$ cat config.mk
export PLATFORM = sky130hd
export DESIGN_NAME = mac_arbiter
export DESIGN_NICKNAME = d
export VERILOG_FILES = /design/src/rtl/mac_arbiter.sv
export SDC_FILE = /design/constraint.sdc
export NUM_CORES = 1
export LEC_CHECK = 0
export ABC_AREA = 1
export CORE_AREA = 2 2 119 149
export CTS_CLUSTER_SIZE = 24
export DETAILED_ROUTE_END_ITERATION = 7
export DIE_AREA = 0 0 121 151
export PLACE_DENSITY = 0.76
export SLEW_MARGIN = 0
export SYNTH_ARGS = -nofsm -noshare
export SYNTH_HDL_FRONTEND = slang
export SYNTH_SLANG_ARGS = --single-unit
$ cat constraint.sdc
create_clock -name clk -period 3.12 [get_ports clk]
set_input_delay 0.312 -clock clk [delete_from_list [all_inputs] [get_ports clk]]
set_output_delay 0.312 -clock clk [all_outputs]
set_load 0.05 [all_outputs]
$ cat src/rtl/mac_arbiter.sv
// mac_arbiter: round-robin front end for a fixed-latency MAC datapath with
// credit-checked per-requester result FIFOs. Define MAC_ARB_STATS_EN for grant counters.
module mac_arbiter #(
  parameter int LAT    = 5,
  parameter int DATA_W = 16,
  parameter int DEPTH  = 4
) (
  input  logic              clk,
  input  logic              rst,
  input  logic              req0_valid,
  output logic              req0_ready,
  input  logic [DATA_W-1:0] req0_a,
  input  logic [DATA_W-1:0] req0_b,
  input  logic              req1_valid,
  output logic              req1_ready,
  input  logic [DATA_W-1:0] req1_a,
  input  logic [DATA_W-1:0] req1_b,
  output logic              mac_in_valid,
  output logic [DATA_W-1:0] mac_a,
  output logic [DATA_W-1:0] mac_b,
  input  logic [DATA_W-1:0] mac_out,
  output logic              res0_valid,
  input  logic              res0_ready,
  output logic [DATA_W-1:0] res0_data,
  output logic              res1_valid,
  input  logic              res1_ready,
  output logic [DATA_W-1:0] res1_data,
`ifdef MAC_ARB_STATS_EN
  output logic [15:0]       grant_cnt0,
  output logic [15:0]       grant_cnt1,
`endif
  output logic              busy
);
  localparam int AW = $clog2(DEPTH);
  localparam int CW = AW + 1;

  logic [1:0]          req_valid, res_ready, elig, gnt, push, pop;
  logic [1:0][CW-1:0]  count_q, count_d, inflight_q, inflight_d;
  logic [1:0][AW-1:0]  wr_q, wr_d, rd_q, rd_d;
  logic [DATA_W-1:0]   mem_q [2][DEPTH];
  logic                last_grant_q;
  logic                mac_in_valid_q, mac_tag_q;
  logic [DATA_W-1:0]   mac_a_q, mac_b_q;
  logic [LAT-1:0]      sr_v_q, sr_tag_q;

  assign req_valid = {req1_valid, req0_valid};
  assign res_ready = {res1_ready, res0_ready};

  // Credit check counts results already queued plus those still in the datapath,
  // so a push can never find its FIFO full.
  always_comb begin
    elig       = '0;
    gnt        = '0;
    push       = '0;
    pop        = '0;
    count_d    = count_q;
    inflight_d = inflight_q;
    wr_d       = wr_q;
    rd_d       = rd_q;
    for (int n = 0; n < 2; n++) begin
      elig[n] = req_valid[n] &&
                (({1'b0, count_q[n]} + {1'b0, inflight_q[n]}) < (CW+1)'(DEPTH));
    end
    if (rst) begin
      gnt = 2'b00;
    end else if (&elig) begin
      gnt = last_grant_q ? 2'b01 : 2'b10;
    end else begin
      gnt = elig;
    end
    push[0] = sr_v_q[LAT-1] & ~sr_tag_q[LAT-1];
    push[1] = sr_v_q[LAT-1] &  sr_tag_q[LAT-1];
    for (int n = 0; n < 2; n++) begin
      pop[n]        = (count_q[n] != '0) & res_ready[n];
      count_d[n]    = count_q[n] + CW'(push[n]) - CW'(pop[n]);
      inflight_d[n] = inflight_q[n] + CW'(gnt[n]) - CW'(push[n]);
      wr_d[n]       = wr_q[n] + AW'(push[n]);
      rd_d[n]       = rd_q[n] + AW'(pop[n]);
    end
  end

  // Control state: counters, pointers, issue register and the valid/tag shift register.
  always_ff @(posedge clk) begin
    if (rst) begin
      count_q        <= '0;
      inflight_q     <= '0;
      wr_q           <= '0;
      rd_q           <= '0;
      last_grant_q   <= 1'b1;
      mac_in_valid_q <= 1'b0;
      mac_tag_q      <= 1'b0;
      mac_a_q        <= '0;
      mac_b_q        <= '0;
      sr_v_q         <= '0;
      sr_tag_q       <= '0;
    end else begin
      count_q        <= count_d;
      inflight_q     <= inflight_d;
      wr_q           <= wr_d;
      rd_q           <= rd_d;
      mac_in_valid_q <= |gnt;
      if (|gnt) begin
        last_grant_q <= gnt[1];
        mac_tag_q    <= gnt[1];
        mac_a_q      <= gnt[1] ? req1_a : req0_a;
        mac_b_q      <= gnt[1] ? req1_b : req0_b;
      end
      sr_v_q   <= {sr_v_q[LAT-2:0], mac_in_valid_q};
      sr_tag_q <= {sr_tag_q[LAT-2:0], mac_tag_q};
    end
  end

  // FIFO storage needs no reset; the counts decide what is visible.
  always_ff @(posedge clk) begin
    for (int n = 0; n < 2; n++) begin
      if (push[n]) begin
        mem_q[n][wr_q[n]] <= mac_out;
      end
    end
  end

  assign req0_ready   = gnt[0];
  assign req1_ready   = gnt[1];
  assign mac_in_valid = mac_in_valid_q;
  assign mac_a        = mac_a_q;
  assign mac_b        = mac_b_q;
  assign res0_valid   = (count_q[0] != '0);
  assign res1_valid   = (count_q[1] != '0);
  assign res0_data    = res0_valid ? mem_q[0][rd_q[0]] : '0;
  assign res1_data    = res1_valid ? mem_q[1][rd_q[1]] : '0;
  assign busy         = (inflight_q != '0) || (count_q != '0);

`ifdef MAC_ARB_STATS_EN
  logic [1:0][15:0] grant_cnt_q;

  // Saturating per-requester transfer counters.
  always_ff @(posedge clk) begin
    if (rst) begin
      grant_cnt_q <= '0;
    end else begin
      for (int n = 0; n < 2; n++) begin
        if (gnt[n] && (grant_cnt_q[n] != 16'hFFFF)) begin
          grant_cnt_q[n] <= grant_cnt_q[n] + 16'd1;
        end
      end
    end
  end

  assign grant_cnt0 = grant_cnt_q[0];
  assign grant_cnt1 = grant_cnt_q[1];
`endif
endmodule

==> impl_results.rst <==
.. list-table::
   :header-rows: 1

   * - Metric
     - Value
   * - Overall power
     - 9172 uW
   * - Number of I/O port buffers
     - between 150 and 200
   * - Number of H-tree branching levels
     - 4
   * - #FFs+latches synth
     - slightly below 200
   * - Synthesis-to-layout area growth
     - 27.43%
   * - Die Height
     - about 150 um
   * - Ratio of cells with drive above 1 in the final layout
     - between 10% and 20%
   * - Router iterations before antenna repair
     - 4
   * - Root buffer cell
     - clkbuf_16
   * - Number of cell rows
     - 53
   * - Unrepaired setup endpoints after global routing
     - no
   * - Post-Synthesis Mean Instance Area
     - 9.791 um2
   * - Setup TNS
     - 0 ps
   * - Antenna violations before repair
     - 0
   * - Startpoint Class
     - flop
   * - Gate count after technology mapping
     - between 800 and 900
   * - Fin Hold WS
     - roughly 400 ps
   * - Ports placed on the boundary
     - ~160
   * - Number of resized instances in the post-cts repair step
     - 0
   * - Number of nets with antenna violations after routing
     - 0
   * - Static leakage
     - around 0.0041 uW
   * - Cell types occupying the most area after synthesis
     - edfxtp_1 (46%), dfxtp_1 (16%), nor2_1 (10%)
   * - Average detailed-routed wire length per instance
     - 13.97 um
   * - Max-capacitance violation count
     - 0
   * - Count of hold buffers inserted by post-cts repair
     - 0
   * - Total routing resource utilization after global routing
     - roughly a fifth
   * - Detailed Route Iter0 Violations
     - around 360
   * - Longest Clk Path Bufs
     - 2
   * - Sequential element share of the synthesized area
     - roughly 62%
   * - PD cells
     - 868.9 nW/um2
   * - Net total in the final layout
     - 1100
   * - Wire length on met3
     - 1531 um
   * - Routed WL
     - about 17000 um
   * - Critical path peak fanout
     - 32
   * - CTS tree
     - done
   * - Post-detail-place hpwl
     - about 12000 um
   * - Post-Syn Area
     - 8283 um2
   * - Area share of the largest cell type after synthesis
     - about 46%
   * - Slew at the pin with the worst max-slew slack
     - 828.2 ps
   * - Highest routing layer actually used
     - met4
   * - Final number of hold-violating endpoints
     - 0
   * - Die X-Extent
     - ~120 um
   * - Worst voltage drop across the vdd grid
     - about 400 uV
   * - Distinct cell type count of the synthesized netlist
     - 24
   * - Clock-pin slew reported for the worst setup and hold paths after clock tree synthesis
     - ~70 ps
   * - DRC viols
     - 0
   * - Clock buffers created by TritonCTS
     - 17
   * - Starting density of the core
     - 49.37%
   * - Category of the worst setup path capture point
     - output pin
   * - Vias after detailed routing
     - 6146
   * - Clock Skews
     - 16.35 ps
   * - Max-slew violations
     - 0
   * - Count of cells along the worst hold path
     - 2
   * - Top cell type by total area after synthesis
     - edfxtp_1
   * - Yosys Warn Count
     - 0
   * - Ant. Diodes
     - 0
   * - Finish-stage setup viols
     - 0
   * - GRT overflow
     - 0
   * - RD Place Congestion
     - between 0.8 and 0.9
   * - Worst Setup Slack post-DPL
     - just under 700 ps
   * - Num Clock Sinks
     - 193
   * - Data arrival, critical path
     - 2190 ps
   * - Via count of the first global-routing pass
     - 5761
   * - Number of vias per cell after detailed routing
     - 5.017
   * - Routed length on met2
     - between 8000 and 9000 um
   * - WS Path Type
     - reg2out
   * - Status
     - complete, no violations
   * - Core ar.
     - roughly 17000 um2
   * - Relative max-transition margin
     - between 40% and 50%
   * - Period Utilization, post-route
     - between 80% and 90%
   * - Final Critical Period
     - about 2500 ps
   * - Global-route wire length before repair
     - about 27000 um
   * - Pin count of the biggest net entering global routing
     - 65
   * - Met1 routed wirelength after detailed routing
     - 6769 um
   * - Highest Clock Rate
     - 0.4002 GHz
   * - Die Footprint
     - between 15000 and 20000 um2
   * - Path depth of the worst reg2reg path
     - 12
   * - WP data required
     - 2810 ps
   * - Synthesized netlist net count
     - 954
   * - Source-to-sink clock delay at the later pin of the worst-skew pair
     - approximately 430 ps
   * - PnR worst setup slack
     - ~620 ps
   * - Path category of the worst min-delay check
     - reg2reg
   * - Post-CTS Repair Setup Buffers
     - 0
-- critical path, cell delays in order (launching register included) --
cell,delay [ps]
dfxtp_1,430
inv_1,650
o21ai_0,240
a21oi_1,220
buf_4,220
-- layout make-up --
cell class / instances / area [um2]
clock buffer: 17 / 425.4
clock inverter: 15 / 186.4
fill: 1323 / 6222
inverter: 88 / 330.3
multi-input combinational: 516 / 2544
sequential: 193 / 5145
tap: 220 / 275.3
timing repair buffer: 176 / 1649
-- kinds of logic after synthesis --
family                   synth area share (%)
flip-flops                              62.11
buffers and inverters                   7.810
adder cells (fa/ha/maj)                 3.686
XOR/XNOR                               0.8460
AND/OR/NAND/NOR                         15.63
AO/OA/AOI/OAI                           9.909
-- synthesized netlist by cell type --
cell and number:
buf_2 16, buf_4 4, inv_1 87, nand4_1 1
xor2_1 2, nor2_1 227, buf_6 13, nor2_2 2
o21ai_0 86, dfxtp_1 65, clkbuf_1 16, edfxtp_1 128
a21oi_1 66, nor3_1 8, nand3_2 1, nor4_1 1
nand2_1 42, nor3_2 2, inv_2 1, fa_1 4
nand3_1 38, o21ai_1 12, xnor2_1 6, ha_1 18
-- final timing paths --
path | slack [ps] | end | from
setup reg to reg | 770 | inflight_q[2]$_SDFF_PP0_ | count_q[2]$_SDFF_PP0_
hold reg to reg | 400 | sr_v_q[4]$_SDFF_PP0_ | sr_v_q[3]$_SDFF_PP0_
hold / removal | 400 | sr_v_q[4]$_SDFF_PP0_ | sr_v_q[3]$_SDFF_PP0_
setup / recovery | 620 | res1_data[4] | rd_q[2]$_SDFF_PP0_
-- sequential cells by signal (all words and copies together) (netlist names) --
name and count:
mem_q 128, mac_a 16, mac_b 16, count_q 6
inflight_q 6, sr_tag_q 5, sr_v_q 5, rd_q 4
wr_q 4, last_grant_q 1, mac_in_valid 1, mac_tag_q 1
-- layout by cell type (no fill, tap or decap), types with 4 or more instances in the layout --
cell type and count:
nand2_1 41, nor2_1 227, buf_4 53, o21ai_1 12
nand3_1 37, inv_8 5, inv_1 87, fa_1 4
clkbuf_16 17, ha_1 18, edfxtp_1 128, nor3_2 10
dfxtp_1 65, xnor2_1 6, o21ai_0 86, a21oi_1 66
clkdlybuf4s50_1 121
-- where the power goes --
group | total [uW] | switching, uW | internal (uW)
clock | 2170 | 1020 | 1160
sequential | 3040 | 134 | 2900
combinational | 3960 | 2770 | 1190
-- routing by layer --
metal,vias up,global-route usage [%]
met2,222,33.62
met4,0,7.674
li1,3088,-
met3,28,6.664
met1,2808,21.05
met5,-,0
-- metrics by stage --
stage / cells / util, % / area (um2)
floorplan: 846 / - / 8283
global placement: 1193 / 59.27 / 9943
detailed placement: 1193 / 59.27 / 9943
CTS: 1225 / 62.91 / 10560
global route: 1225 / 62.91 / 10560
finish: 1225 / 62.91 / 10560
(Power assumes the default switching activity.)
